===== src/rtl/debugger_core.sv =====
// debugger_core: masked byte-pattern trigger with match qualification, holdoff and re-arm on clear.
// Optional macro DEBUGGER_TRIG_COUNT_EN adds the 16-bit saturating trig_count output.
`default_nettype none

module debugger_core #(
  parameter logic [7:0]  PATTERN   = 8'h20,
  parameter logic [7:0]  MASK      = 8'hFF,
  parameter int unsigned MATCH_LEN = 1,
  parameter int unsigned HOLDOFF   = 4
) (
  input  logic        clk,
  input  logic        reset,
  input  logic [7:0]  w,
  output logic        trigger,
  output logic [7:0]  data
`ifdef DEBUGGER_TRIG_COUNT_EN
  ,
  output logic [15:0] trig_count
`endif
);

  localparam logic [7:0] MLEN = 8'(MATCH_LEN);
  localparam logic [7:0] HOFF = 8'(HOLDOFF);

  typedef enum logic [1:0] {
    ARMED      = 2'd0,
    HOLD       = 2'd1,
    WAIT_CLEAR = 2'd2
  } state_t;

  state_t     state, state_nx;
  logic [7:0] match_cnt, match_cnt_nx;
  logic [7:0] hold_cnt, hold_cnt_nx;
  logic       match;
  logic       fire;

  assign match = ((w & MASK) == (PATTERN & MASK));

  always_comb begin
    state_nx     = state;
    match_cnt_nx = match_cnt;
    hold_cnt_nx  = hold_cnt;
    fire         = 1'b0;
    case (state)
      ARMED: begin
        if (!match) begin
          match_cnt_nx = 8'd0;
        end else if (match_cnt == MLEN - 8'd1) begin
          // Qualifying sample: counter saturates at MATCH_LEN while we leave ARMED.
          fire         = 1'b1;
          match_cnt_nx = MLEN;
          hold_cnt_nx  = 8'd0;
          state_nx     = (HOFF == 8'd0) ? WAIT_CLEAR : HOLD;
        end else begin
          match_cnt_nx = match_cnt + 8'd1;
        end
      end
      HOLD: begin
        if (hold_cnt == HOFF - 8'd1) begin
          hold_cnt_nx = 8'd0;
          state_nx    = WAIT_CLEAR;
        end else begin
          hold_cnt_nx = hold_cnt + 8'd1;
        end
      end
      WAIT_CLEAR: begin
        // A static matching level must drop once before the unit re-arms.
        if (!match) begin
          match_cnt_nx = 8'd0;
          state_nx     = ARMED;
        end
      end
      default: begin
        match_cnt_nx = 8'd0;
        hold_cnt_nx  = 8'd0;
        state_nx     = ARMED;
      end
    endcase
  end

  always_ff @(posedge clk or negedge reset) begin
    if (!reset) begin
      state     <= ARMED;
      match_cnt <= 8'd0;
      hold_cnt  <= 8'd0;
      trigger   <= 1'b0;
      data      <= 8'h00;
    end else begin
      state     <= state_nx;
      match_cnt <= match_cnt_nx;
      hold_cnt  <= hold_cnt_nx;
      trigger   <= fire;
      if (fire) begin
        data <= w;
      end
    end
  end

`ifdef DEBUGGER_TRIG_COUNT_EN
  always_ff @(posedge clk or negedge reset) begin
    if (!reset) begin
      trig_count <= 16'd0;
    end else if (fire && (trig_count != 16'hFFFF)) begin
      trig_count <= trig_count + 16'd1;
    end
  end
`endif

endmodule

`default_nettype wire


===== config.mk =====
export PLATFORM = sky130hd
export DESIGN_NAME = debugger_core
export DESIGN_NICKNAME = d
export VERILOG_FILES = /design/src/rtl/debugger_core.sv
export SDC_FILE = /design/constraint.sdc
export NUM_CORES = 1
export LEC_CHECK = 0
export BUFFER_PORTS_ARGS = -buffer_cell sky130_fd_sc_hd__buf_2
export CAP_MARGIN = 40
export CORE_MARGIN = 2
export CORE_UTILIZATION = 59
export DETAILED_ROUTE_END_ITERATION = 10
export GPL_TIMING_DRIVEN = 0
export PLACE_DENSITY = 0.82
export SLEW_MARGIN = 20
export SYNTH_ARGS = -nofsm -noshare
export SYNTH_HDL_FRONTEND = slang
export SYNTH_SLANG_ARGS = --single-unit

===== constraint.sdc =====
create_clock -name clk -period 4.95 [get_ports clk]
set_input_delay 0.495 -clock clk [delete_from_list [all_inputs] [get_ports clk]]
set_output_delay 0.495 -clock clk [all_outputs]
set_load 0.02 [all_outputs]

==> results of run 1 <==
## metrics by stage
step                instance area [um^2]  hold WS [ps]  util [%]
floorplan                           1341         199.4         -
global placement                    1466         443.5     66.93
detailed placement                  1466         451.1     66.93
CTS                                 1496         156.2     68.30
global route                        1496         171.1     68.30
finish                              1496         149.4     68.30
## registers in the layout, summed over array words and instances, names as in the netlist
name	count
state	2
hold_cnt	8
trigger	1
data	8
match_cnt	8
## layout by cell type, fill, tap and decap left out, drive strengths merged, types with 2 or more instances in the layout
master  Yosys  final
dfrtp      27     27
buf         3     21
a21oi      10     10
nand2       8      8
nor2b       8      8
o21ai       7      7
or3         7      7
nand3       6      6
nor2        5      5
clkbuf      2      5
nand4       4      4
inv         3      3
nor4        3      3
a22o        3      3
nor3        3      3
ha          3      3
nor4b       3      3
or4         2      2
or2         2      2
a32oi       2      2
o22ai       2      2
and3        2      2
mux2i       2      2
xnor2       2      2
or4b        2      2
## area by class of cell
class	count	area (um^2)	share of cell area, %
Multi-Input combinational cell	95	629.4	42.06
Inverter	3	11.26	0.7525
Clock inverter	1	7.507	0.5017
Tap cell	28	35.03	2.341
Sequential cell	27	675.6	45.15
Timing Repair Buffer	18	90.09	6.020
Buffer	5	25.02	1.672
Clock buffer	3	22.52	1.505
## cells in the mapped netlist, drive strengths merged
cell	count	area, um^2
o22ai	2	12.51
inv	3	11.26
a41oi	1	8.760
a22o	3	26.28
mux2	1	11.26
nor2b	8	50.05
and3	2	12.51
nor4b	3	32.53
nor3	3	15.01
nor4	3	18.77
a211o	1	8.760
o31ai	1	7.510
a41o	1	10.01
a21o	1	7.510
or4b	2	23.77
buf	3	17.52
dfrtp	27	675.7
nand4	4	25.02
a32oi	2	17.52
ha	3	37.54
or4	2	15.01
mux2i	2	20.02
nand2b	1	6.260
nand2	8	30.03
or3	7	48.80
or2	2	12.51
a31oi	1	6.260
nand3	6	30.03
xnor2	2	17.52
nor2	5	26.27
and2	1	6.260
o21ai	7	35.03
a21oi	10	50.05
clkbuf	2	7.510
## power by group
group	internal [mW]	switching (mW)
logic	0.0532	0.0774
registers	0.248	0.0328
clock network	0.0308	0.0654
## per-layer routing
metal	global-route usage, %	share of wire (%)	routed length [um]	vias to the layer above
li1	-	-	-	528
met1	29.79	41	1129	564
met2	40.81	54	1465	36
met3	4.598	4.5	122	2
met4	4.825	0.15	4	0
met5	0	0	0	-
## path summary, 6_finish.rpt
kind | start | endpoint | slack (ps)
hold / removal | reset | hold_cnt[4] | 150
min in group clk | data[5] | data[5] | 480
hold reg to reg | data[5] | data[5] | 480
setup reg to reg | match_cnt[1] | hold_cnt[3] | 2740
setup / recovery | match_cnt[1] | hold_cnt[3] | 2740
max in group asynchronous | reset | data[6] | 4420
## worst register-to-register path, stage by stage, from the launching register on
cell and delay (ps):
dfrtp_1 480, inv_1 90, ha_1 140, nor4b_1 510, a41oi_1 450, a21o_1 270, a22o_1 180
## cells by family (layout without fill, tap and decap cells)
logic type / Yosys count / count (layout) / share of synthesized area (%)
adders and majority gates: 3 / 3 / 2.799
xor gates and xnor gates: 2 / 2 / 1.306
AOI/OAI and AO/OA: 30 / 30 / 14.18
muxes: 3 / 3 / 2.332
and+or+nand+nor: 57 / 57 / 26.31
buffers and inverters: 8 / 30 / 2.706
DFF: 27 / 27 / 50.37
==> impl_metrics.yaml, run 1 <==
global_route:
  grt-ovfl-total: 0
  globalRouteTotalUtil_pct: 23.25
  grt_max_degree: 28
  grt_pass1_wl_um: 4733
  grt_antenna_before_repair: 0
  grt_pass1_vias: 1068
power:
  power_density_nw_per_um2: 339.6
  leakage_nw: 0.6930
  power.total_mw: 0.5082
  ir_drop_uv: 210.4
sta:
  max-slew-margin-rel_pct: 53.20
  finalSetupViolations: 0
  worst_pin_slew_ps: 692.9
  fin_ws_ps: 2739
  hold_violations: 0
  layout_min_cycle_time_ps: 2211
  slew_viol_final: 0
  skew_ps: 5.162
  fin_crit_sh_pct: 44.67
  clock.fmax_ghz: 0.4522
  setup_tns_ps: 0
  rsz0062_at_grt: "false"
cts:
  ctsHoldBuffers: 0
  postCtsSetupRepairBufs: 0
  cts.clk_slew.worst_paths_ps: 150
  cts_tree: "done"
  htreeDepth: 1
  cts_resized: 0
  clk_latency_ps: 320
  root_buffer: "clkbuf_4"
  tritoncts.num_buffers: 3
  cts_sinks: 27
  clockBufferDepth: 2
layout:
  num_antenna_cells: 0
  fin_cells: 180
  syn_to_final_growth_pct: 11.57
  fin_nets: 166
  fill_cells: 177
  layout-drive-gt1-share_pct: 19.74
synthesis:
  ys_ff_latch: 27
  syn_area_um2: 1341
  yosysWarnings: 0
  seq_area_frac_synth_pct: 50.37
  postSynthAreaPerCell_um2: 10.32
  synthDistinctLibCells: 39
  netlist_instances: 130
  synthesis.nets: 143
floorplanning:
  io-pin-count: 19
  die_width_um: 51.68
  fp-row-count: 17
  die_y_um: 51.68
  initial_core_util_pct: 61.22
  die_area_um2: 2671
  fp.coreArea_um2: 2191
setup_path:
  crit_buf_inv: 1
  crit_fanout: 8
  path_delay_family: "compound AO/OA/AOI/OAI gates"
  cp_slowest_cell: "nor4b_1"
  worstPathCellList: "inv_1 -> ha_1 -> nor4b_1 -> a41oi_1 -> a21o_1 -> a22o_1"
  max_stage_delay_ps: 510
  required_ps: 5180
  start_kind: "flip-flop"
  reg2reg_depth: 6
  worst-path-stages: 6
  critPathCaptureType: "flip-flop"
  arrival_ps: 2440
  critical_path_class: "reg2reg"
detailed_routing:
  via_per_inst: 6.278
  dr.pass1.iters: 4
  drt_wl_total_um: 2722
  drtIter0Drc: 33
  routed-via-count: 1130
  drtAntennaViolNets: 0
  drc: 0
  routedWlPerCell_um: 15.12
placement:
  place_ws_ps: 2805
  place_inst: 176
  numPortBuffers: 18
  place.gp.congestion: 0.8055
  place_hpwl_um: 1983
min_path:
  hold_class: "in2async"
job:
  drv_cap: 0
run_status:
  outcome: "finished, final reports clean"
Note: power is estimated with default switching activity, not from simulation.
==> run 2: changes to the inputs <==
--- a/config.mk
+++ b/config.mk
@@ -8,10 +8,10 @@
 export BUFFER_PORTS_ARGS = -buffer_cell sky130_fd_sc_hd__buf_2
 export CAP_MARGIN = 40
 export CORE_MARGIN = 2
-export CORE_UTILIZATION = 59
+export CORE_UTILIZATION = 50
 export DETAILED_ROUTE_END_ITERATION = 10
 export GPL_TIMING_DRIVEN = 0
-export PLACE_DENSITY = 0.82
+export PLACE_DENSITY = 0.74
 export SLEW_MARGIN = 20
 export SYNTH_ARGS = -nofsm -noshare
 export SYNTH_HDL_FRONTEND = slang
==> constraint.sdc (replaced) <==
create_clock -name clk -period 2 [get_ports clk]
set_input_delay 0.2 -clock clk [delete_from_list [all_inputs] [get_ports clk]]
set_output_delay 0.2 -clock clk [all_outputs]
set_load 0.02 [all_outputs]
==> run 2 against run 1 <==
Compared with the run above: combinational power increased to 2.6 times the previous value; utilization decreased by 7.1 points; largest power group unchanged; critical endpoint is now match_cnt[3]; count of clock-buffer cells in the layout unchanged; register-to-register slack got worse by 2600 ps; power increased to 2.5 times the previous value; first-iteration DRC count decreased by 42%; largest cell class unchanged; cell count increased by 1.1%; sequential share of layout area decreased by 0.96 points; die area increased by 17%.
==> impl_metrics.yaml, run 2 (same netlist as run 1, synthesis figures left out) <==
placement:
  place_hpwl_um: 2027
  place_ws_ps: -243.4
  dpl_cell_area_um2: 1469
  place.gp.congestion: 0.7945
  numPortBuffers: 18
global_route:
  grt-ovfl-total: 0
  grt_pass1_vias: 1081
  grt_antenna_before_repair: 0
  grt_pass1_wl_um: 4857
  globalRouteTotalUtil_pct: 19.24
  grt_max_degree: 28
cts:
  postCtsSetupRepairBufs: 0
  cts.clk_slew.worst_paths_ps: 150
  htreeDepth: 1
  tritoncts.num_buffers: 3
  root_buffer: "clkbuf_4"
  clockBufferDepth: 2
  cts_tree: "done"
  clk_latency_ps: 330
  cts_sinks: 27
floorplanning:
  initial_core_util_pct: 53.65
  die_width_um: 55.80
  fp.coreArea_um2: 2500
  io-pin-count: 19
  die_y_um: 55.80
  die_area_um2: 3113
  fp-row-count: 18
detailed_routing:
  routed-via-count: 1096
  routedWlPerCell_um: 15.15
  drc: 0
  dr.pass1.iters: 4
  drtAntennaViolNets: 0
  drt_wl_total_um: 2757
  via_per_inst: 6.022
  drtIter0Drc: 19
min_path:
  whs_path_depth: 4
  whs_endpoint: "match_cnt[1]"
  holdCritStartpoint: "w[6]"
  hold_class: "in2reg"
setup_path:
  required_ps: 2220
  arrival_ps: 2080
  r2r_start: "match_cnt[1]"
  reg2reg_depth: 6
  critPathCaptureType: "flip-flop"
  rrSetupSlack_ps: 130
  start_kind: "flip-flop"
  r2r_end: "match_cnt[3]"
  critical_path_class: "reg2reg"
  crit_fanout: 7
layout:
  reg_top3: "data: 8 flops, hold_cnt: 8 flops, match_cnt: 8 flops"
  fin_nets: 166
  syn_to_final_growth_pct: 13.99
  final_cell_mix: "dfrtp_1, buf_2, a21oi_1, nand2_1, nor2b_1"
  finalInstanceArea_um2: 1529
  multiInputGateArea_um2: 651.9
  fill_cells: 228
  num_antenna_cells: 0
  layout_commonest_cell: "dfrtp_1"
  regArea_um2: 675.6
  layout-drive-gt1-share_pct: 21.05
power:
  power_frac_seq_pct: 53.8
  clkPwrFrac_pct: 20.0
  ir_drop_uv: 695.6
  p_int_mw: 0.8316
  switching_share_pct: 35.42
  p_sw_mw: 0.4561
  power_density_nw_per_um2: 842.2
  comb_power_share_pct: 26.2
  leakage_nw: 0.7166
sta:
  holdWs_ps: 305.6
  worst_pin_slew_ps: 582.5
  rsz0062_at_grt: "false"
  finalSetupViolations: 0
  hold_violations: 0
  fin_crit_sh_pct: 93.29
  skew_ps: 0.7218
  max-slew-margin-rel_pct: 61.17
  clock.fmax_ghz: 0.5360
  layout_min_cycle_time_ps: 1866
  slew_viol_final: 0
  fin_ws_ps: 134.2
run_status:
  outcome: "finished, final reports clean"
job:
  drv_cap: 0
run 2: cell types whose count changed in the layout (fill, tap and decap cells not counted), sizes merged:
| cell | previous run | this run |
|---|---|---|
| clkinvlp | 1 | 0 |
| clkbuf | 5 | 4 |
| inv | 3 | 4 |
| dlygate4sd3 | 0 | 1 |
run 2: repair_timing:
action	in CTS	in global routing
hold buffers	1	0
pin swaps	0	0
endpoints found under the setup margin	13	6
hold endpoints to repair	27	0
gates resized for setup	2	1
run 2: how the worst max path moves through the flow:
| stage | from | to | slack [ps] | cells after the start |
|---|---|---|---|---|
| detailed placement | match_cnt[0] | hold_cnt[3] | -240 | 6 |
| finish | match_cnt[1] | match_cnt[3] | 130 | 6 |
| CTS | match_cnt[0] | match_cnt[3] | 70 | 6 |
| global route | state[1] | match_cnt[3] | 10 | 5 |
| floorplan | match_cnt[0] | hold_cnt[3] | 230 | 6 |
| global placement | match_cnt[1] | hold_cnt[3] | -180 | 6 |
run 2: final cells by class:
cell class,count,area share (%)
buffer,4,1.391
timing repair buffer,19,6.547
multi-input combinational,95,42.63
sequential,27,44.19
clock inverter,1,0.5728
clock buffer,3,1.473
inverter,3,0.7365
tap,30,2.455
run 2: metal layers:
layer | vias to the layer above | part of all wire (%) | GRT usage, % | routed length, um
met2 | 14 | 54 | 32.65 | 1497
li1 | 528 | - | - | -
met5 | - | 0 | 0 | 0
met3 | 4 | 2.5 | 5.349 | 69
met1 | 550 | 42 | 23.72 | 1162
met4 | 0 | 1.0 | 5.923 | 28
run 2: power by group through the flow:
stage | sequential (mW) | combinational (mW) | clock [mW]
finish | 0.692 | 0.338 | 0.258
global route | 0.707 | 0.387 | 0.286
CTS | 0.689 | 0.338 | 0.266
detailed placement | 0.700 | 0.330 | 0
global placement | 0.696 | 0.312 | 0
floorplan | 0.686 | 0.240 | 0
run 2: critical path, cell delays in order, from the launching register on:
cell     delay (ps)
dfrtp_1         490
inv_1            90
ha_1            170
nor4b_4         300
nand2_1         160
a21oi_1         450
a21oi_1          90
run 2: per-stage QoR:
stage	power (mW)	std cells	TNS (ps)	utilization, %
3_5_place_dp	1.030	178	-1558	58.76
5_1_grt	1.380	182	0	61.16
3_3_place_gp	1.008	178	-804.1	58.76
4_1_cts	1.293	183	0	60.96
2_1_floorplan	0.9252	130	0	-
6_report	1.288	182	0	61.16
